File: src/rtl/pixel_plot_arbiter.sv
// Pixel-write arbiter in front of vga_adapter: food/snake request FIFO, one registered plot per clock, full-screen clear sweep.
// Optional range clipping with a saturating drop counter is enabled by defining PLOT_ARB_CLIP_EN.
module pixel_plot_arbiter #(
  parameter int unsigned FIFO_DEPTH   = 8,
  parameter int unsigned X_MAX        = 160,
  parameter int unsigned Y_MAX        = 120,
  parameter logic [2:0]  CLEAR_COLOUR = 3'b000
) (
  input  logic       clk,
  input  logic       reset,
  input  logic       food_req,
  input  logic [7:0] food_x,
  input  logic [6:0] food_y,
  input  logic [2:0] food_colour,
  output logic       food_ready,
  input  logic       snake_req,
  input  logic [7:0] snake_x,
  input  logic [6:0] snake_y,
  input  logic [2:0] snake_colour,
  output logic       snake_ready,
  input  logic       clear_start,
  output logic [7:0] vga_x,
  output logic [6:0] vga_y,
  output logic [2:0] vga_colour,
  output logic       vga_plot,
  output logic       busy,
  output logic       clear_done,
  output logic [7:0] drop_count
);

  localparam int unsigned PTR_W = $clog2(FIFO_DEPTH);
  localparam int unsigned CNT_W = PTR_W + 1;
  localparam int unsigned X_W   = 8;
  localparam int unsigned Y_W   = 7;
  localparam int unsigned C_W   = 3;

  typedef struct packed {
    logic [X_W-1:0] x;
    logic [Y_W-1:0] y;
    logic [C_W-1:0] colour;
  } pixel_t;

  typedef enum logic {IDLE, CLEAR} state_t;

  state_t           state_q, state_d;
  logic [PTR_W-1:0] wr_ptr_q, wr_ptr_d;
  logic [PTR_W-1:0] rd_ptr_q, rd_ptr_d;
  logic [CNT_W-1:0] count_q, count_d;
  logic [X_W-1:0]   cx_q, cx_d;
  logic [Y_W-1:0]   cy_q, cy_d;
  pixel_t           vga_q, vga_d;
  logic             plot_q, plot_d;
  logic             done_q, done_d;
  pixel_t           mem_q [FIFO_DEPTH];

  logic   idle, full, accept, push, pop;
  pixel_t req_pix;

  assign idle        = (state_q == IDLE);
  assign full        = (count_q == CNT_W'(FIFO_DEPTH));
  assign food_ready  = !full && idle;
  assign snake_ready = !full && idle && !food_req;
  assign accept      = (food_req && food_ready) || (snake_req && snake_ready);
  assign req_pix     = food_req ? pixel_t'{food_x, food_y, food_colour}
                                : pixel_t'{snake_x, snake_y, snake_colour};
  // A starting clear owns this edge, so the head entry waits for the sweep to end.
  assign pop         = idle && !clear_start && (count_q != '0);

`ifdef PLOT_ARB_CLIP_EN
  logic       in_range;
  logic [7:0] drop_q, drop_d;

  assign in_range = (32'(req_pix.x) < X_MAX) && (32'(req_pix.y) < Y_MAX);
  assign push     = accept && in_range;

  always_comb begin
    drop_d = drop_q;
    if (accept && !in_range && (drop_q != 8'hFF)) drop_d = drop_q + 8'd1;
  end

  always_ff @(posedge clk or posedge reset) begin
    if (reset) drop_q <= '0;
    else       drop_q <= drop_d;
  end

  assign drop_count = drop_q;
`else
  assign push       = accept;
  assign drop_count = '0;
`endif

  // Storage only; occupancy is tracked by the pointers and count.
  always_ff @(posedge clk) begin
    if (push) mem_q[wr_ptr_q] <= req_pix;
  end

  always_comb begin
    state_d  = state_q;
    wr_ptr_d = wr_ptr_q;
    rd_ptr_d = rd_ptr_q;
    count_d  = count_q;
    cx_d     = cx_q;
    cy_d     = cy_q;
    vga_d    = vga_q;
    plot_d   = 1'b0;
    done_d   = 1'b0;

    case (state_q)
      IDLE: begin
        if (clear_start) begin
          state_d = CLEAR;
          cx_d    = '0;
          cy_d    = '0;
        end else if (pop) begin
          vga_d    = mem_q[rd_ptr_q];
          plot_d   = 1'b1;
          rd_ptr_d = rd_ptr_q + PTR_W'(1);
        end
      end
      CLEAR: begin
        vga_d  = pixel_t'{cx_q, cy_q, CLEAR_COLOUR};
        plot_d = 1'b1;
        if (cx_q == X_W'(X_MAX - 1)) begin
          cx_d = '0;
          if (cy_q == Y_W'(Y_MAX - 1)) begin
            state_d = IDLE;
            done_d  = 1'b1;
          end else begin
            cy_d = cy_q + Y_W'(1);
          end
        end else begin
          cx_d = cx_q + X_W'(1);
        end
      end
      default: state_d = IDLE;
    endcase

    if (push) wr_ptr_d = wr_ptr_q + PTR_W'(1);
    if (push && !pop)      count_d = count_q + CNT_W'(1);
    else if (!push && pop) count_d = count_q - CNT_W'(1);
  end

  always_ff @(posedge clk or posedge reset) begin
    if (reset) begin
      state_q  <= IDLE;
      wr_ptr_q <= '0;
      rd_ptr_q <= '0;
      count_q  <= '0;
      cx_q     <= '0;
      cy_q     <= '0;
      vga_q    <= '0;
      plot_q   <= 1'b0;
      done_q   <= 1'b0;
    end else begin
      state_q  <= state_d;
      wr_ptr_q <= wr_ptr_d;
      rd_ptr_q <= rd_ptr_d;
      count_q  <= count_d;
      cx_q     <= cx_d;
      cy_q     <= cy_d;
      vga_q    <= vga_d;
      plot_q   <= plot_d;
      done_q   <= done_d;
    end
  end

  assign vga_x      = vga_q.x;
  assign vga_y      = vga_q.y;
  assign vga_colour = vga_q.colour;
  assign vga_plot   = plot_q;
  assign clear_done = done_q;
  assign busy       = !idle || (count_q != '0);

endmodule

File: config.mk
export PLATFORM = sky130hd
export DESIGN_NAME = pixel_plot_arbiter
export DESIGN_NICKNAME = d
export VERILOG_FILES = /design/src/rtl/pixel_plot_arbiter.sv
export SDC_FILE = /design/constraint.sdc
export NUM_CORES = 1
export LEC_CHECK = 0
export BUFFER_PORTS_ARGS = -buffer_cell sky130_fd_sc_hd__buf_2
export CORE_ASPECT_RATIO = 1.2
export CORE_MARGIN = 1
export CORE_UTILIZATION = 35
export CTS_CLUSTER_SIZE = 30
export DETAILED_ROUTE_END_ITERATION = 6
export GPL_ROUTABILITY_DRIVEN = 0
export PLACE_DENSITY = 0.53
export SLEW_MARGIN = 20
export SYNTH_ARGS = -nofsm -noshare
export SYNTH_HDL_FRONTEND = slang
export SYNTH_SLANG_ARGS = --single-unit
File: constraint.sdc
create_clock -name clk -period 8.1 [get_ports clk]
set_input_delay 1.215 -clock clk [delete_from_list [all_inputs] [get_ports clk]]
set_output_delay 1.215 -clock clk [all_outputs]
set_load 0.02 [all_outputs]
==> results.sh <==
export IMPL_numCtsBuffers=17
export IMPL_grt_pass1_wl_um=26990
export IMPL_start_util=0.3563
export IMPL_met2_usage=0.2676
export IMPL_wl_per_cell_um=20.35
export IMPL_drt_total_wl_um=16950
export IMPL_n_fill_cell=2013
export IMPL_syn_area_sq_um=7971
export IMPL_cts_tree="built"
export IMPL_post_cts_setup_buffers=0
export IMPL_ios=72
export IMPL_clock_sinks=190
export IMPL_crit_family="compound AO/OA/AOI/OAI gates"
export IMPL_vias=4409
export IMPL_slowest_stage="a211oi_2"
export IMPL_ir_worst_vdd_mv=0.1197
export IMPL_area_growth_pct=14.97
export IMPL_p_leak_nw=3.228
export IMPL_finalClockSkew_ps=10.09
export IMPL_die_area_sq_um=23390
export IMPL_report_final_slew_viol_count=0
export IMPL_overflow=0
export IMPL_worst_ep_arrival_time_ps=4100
export IMPL_crit_fanout=20
export IMPL_slowest_delay_ps=590
export IMPL_final_cells=833
export IMPL_setup_viol_count_final=0
export IMPL_hold_class="reg -> reg"
export IMPL_synth_async_reset_ratio=0.2421
export IMPL_ys_top_cells_by_count="144 x edfxtp_1, 46 x dfrtp_1, 39 x nand2_1, 36 x mux4_2, 19 x mux2_2"
export IMPL_max_freq_mhz=263.0
export IMPL_htreeDepth=4
export IMPL_synth_edf_count=144
export IMPL_hp_start="vga_y[3]"
export IMPL_ctsHoldBuffers=0
export IMPL_synth_most_common_cell="edfxtp_1"
export IMPL_critical_path_class="in -> reg"
export IMPL_relSlewSlack=0.4370
export IMPL_yosysTopAreaCellShare=0.5425
export IMPL_netlist_instances=474
export IMPL_track_usage=0.1549
export IMPL_die_w_um=139.8
export IMPL_met1_usage=0.2003
export IMPL_busiest_layer="met2"
export IMPL_cts_resized_gates=0
export IMPL_drive_above_1_share=0.3267
export IMPL_grt_max_degree=47
export IMPL_grt_antenna_before_repair=0
export IMPL_die_h_um=167.3
export IMPL_port_buffers=63
export IMPL_min_period_over_period=0.4693
export IMPL_clk_insertion_delay_late_ps=420
export IMPL_rows=60
export IMPL_drcViolationCount=0
export IMPL_coreArea_sq_um=22370
export IMPL_power_density_nw_per_um2=255.4
export IMPL_crit_start="food_req"
export IMPL_fin_nets=590
export IMPL_synth_area_leaders="edfxtp_1 54%, dfrtp_1 14%, mux4_2 10%"
export IMPL_crit_buf_inv=2
export IMPL_hold_ws_ps=498.4
export IMPL_firstDrtPassIters=4
export IMPL_synth_main_ff_cell="edfxtp_1"
export IMPL_grt_pass1_vias=4672
export IMPL_fin_setup_tns_ps=0
export IMPL_ctsRootBufferMaster="clkbuf_16"
export IMPL_final_hold_violation_count=0
export IMPL_clk_pin_slew_ps=70
export IMPL_synth_seq_cells=190
export IMPL_startpoint_type="input pin"
export IMPL_antenna_left=0
export IMPL_yosysWarnings=0
export IMPL_synth_distinct_cells=62
export IMPL_antenna_cells=0
export IMPL_cap_violations=0
export IMPL_synth_top_area_cell="edfxtp_1"
export IMPL_status="complete, no violations"
export IMPL_dp_hpwl_um=10440
export IMPL_worst_slew_pin_transition_ps=843.6
export IMPL_ys_seq_area_frac=0.6869
export IMPL_syn_area_per_cell_sq_um=16.82
export IMPL_clk_path_buf_depth=2
export IMPL_crit_path_cell_trace="buf_2 > nor2_1 > a211oi_2 > ha_1 > inv_1 > ha_1 > a21o_1 > a2111oi_0 > a31oi_1 > a221o_1"
export IMPL_rsz0062_at_grt="false"
export IMPL_cpMostUsedCell="ha_1"
export IMPL_critPathRequiredTime_ps=8400
export IMPL_placedCellCount=801
export IMPL_reg2reg_from="state_q"
export IMPL_vias_per_cell=5.293
export IMPL_gr_usage_met3=0.02574
export IMPL_critPathCaptureType="register"
export IMPL_post_route_min_period_ps=3802
export IMPL_drtIter0Drc=301
-- cell type report --
class | count | area [sq um] | share of cell area
clock inverters | 13 | 131.4 | 0.01433
inverters | 7 | 27.53 | 0.003003
well taps | 279 | 349.1 | 0.03809
repair buffers | 77 | 420.4 | 0.04587
multi-input cells | 248 | 2327 | 0.2539
clock buffers | 19 | 432.9 | 0.04724
flip-flops and latches | 190 | 5477 | 0.5975
-- cells by family after synthesis --
family	share of synthesized area
xor gates and xnor gates	0.009888
DFF	0.6869
muxes	0.1342
AOI/OAI and AO/OA	0.06326
buffers and inverters	0.02731
other	0.0004704
and+or+nand+nor	0.06451
adders and majority gates	0.01350
-- cell usage in the layout (no fill, tap or decap), types with 5 or more instances in the layout --
cell type,n
o21ai_0,13
a21oi_1,5
a32oi_1,10
nor2_1,10
nand3_1,13
xnor2_1,5
buf_2,63
a22oi_1,12
edfxtp_1,144
inv_6,5
conb_1,8
clkbuf_16,17
nor3_1,5
buf_4,14
ha_1,7
mux2_2,19
nand2_1,39
mux4_2,36
a221o_1,5
dfrtp_1,45
-- worst min-delay path, cell delays in order (launching register included) --
cell and delay [ps]:
dfrtp_1 350, nand2_1 50, nand3_1 70
-- metrics by stage --
step                      setup WS, ps  utilization  total power [W]  cell area, sq um
after floorplan                   4478            -         0.001461              7998
after CTS                         4275       0.4096         0.002362              9164
after detailed placement          3832       0.3844         0.001564              8600
final                             4298       0.4097         0.002341              9165
after global routing              4079       0.4097         0.002447              9165
after global placement            3947       0.3844         0.001551              8600
-- power by group --
group,total (W),internal (W),leakage (nW),switching (W)
registers,0.00120,0.00111,1.86,0.0000877
clock network,0.000802,0.000434,0.273,0.000369
logic,0.000342,0.000162,1.09,0.000180
total,0.00234,0.00171,3.23,0.000636
-- per-layer routing --
| metal | share of wire | vias to the layer above |
|---|---|---|
| met5 | 0 | - |
| met4 | 0.011 | 0 |
| met3 | 0.031 | 10 |
| met2 | 0.52 | 102 |
| met1 | 0.44 | 2294 |
| li1 | - | 2003 |
-- final timing paths --
path / to / slack [ps] / cells after the start
hold reg to reg: vga_y[3] / 500 / 2
max in group asynchronous: rd_ptr_q[0] / 6620 / 2
min in group asynchronous: count_q[0] / 930 / 2
setup / recovery: count_q[3] / 4300 / 10
hold / removal: vga_y[3] / 500 / 2
setup reg to reg: count_q[3] / 4590 / 11
-- state kept, by name (all words and copies together) (netlist names) --
signal,cells
vga_x,8
cx_q,8
rd_ptr_q,3
state_q,1
wr_ptr_q,3
vga_y,7
vga_plot,1
cy_q,7
mem_q,144
count_q,4
vga_colour,3
clear_done,1
Power figures use the tool's default switching activity.
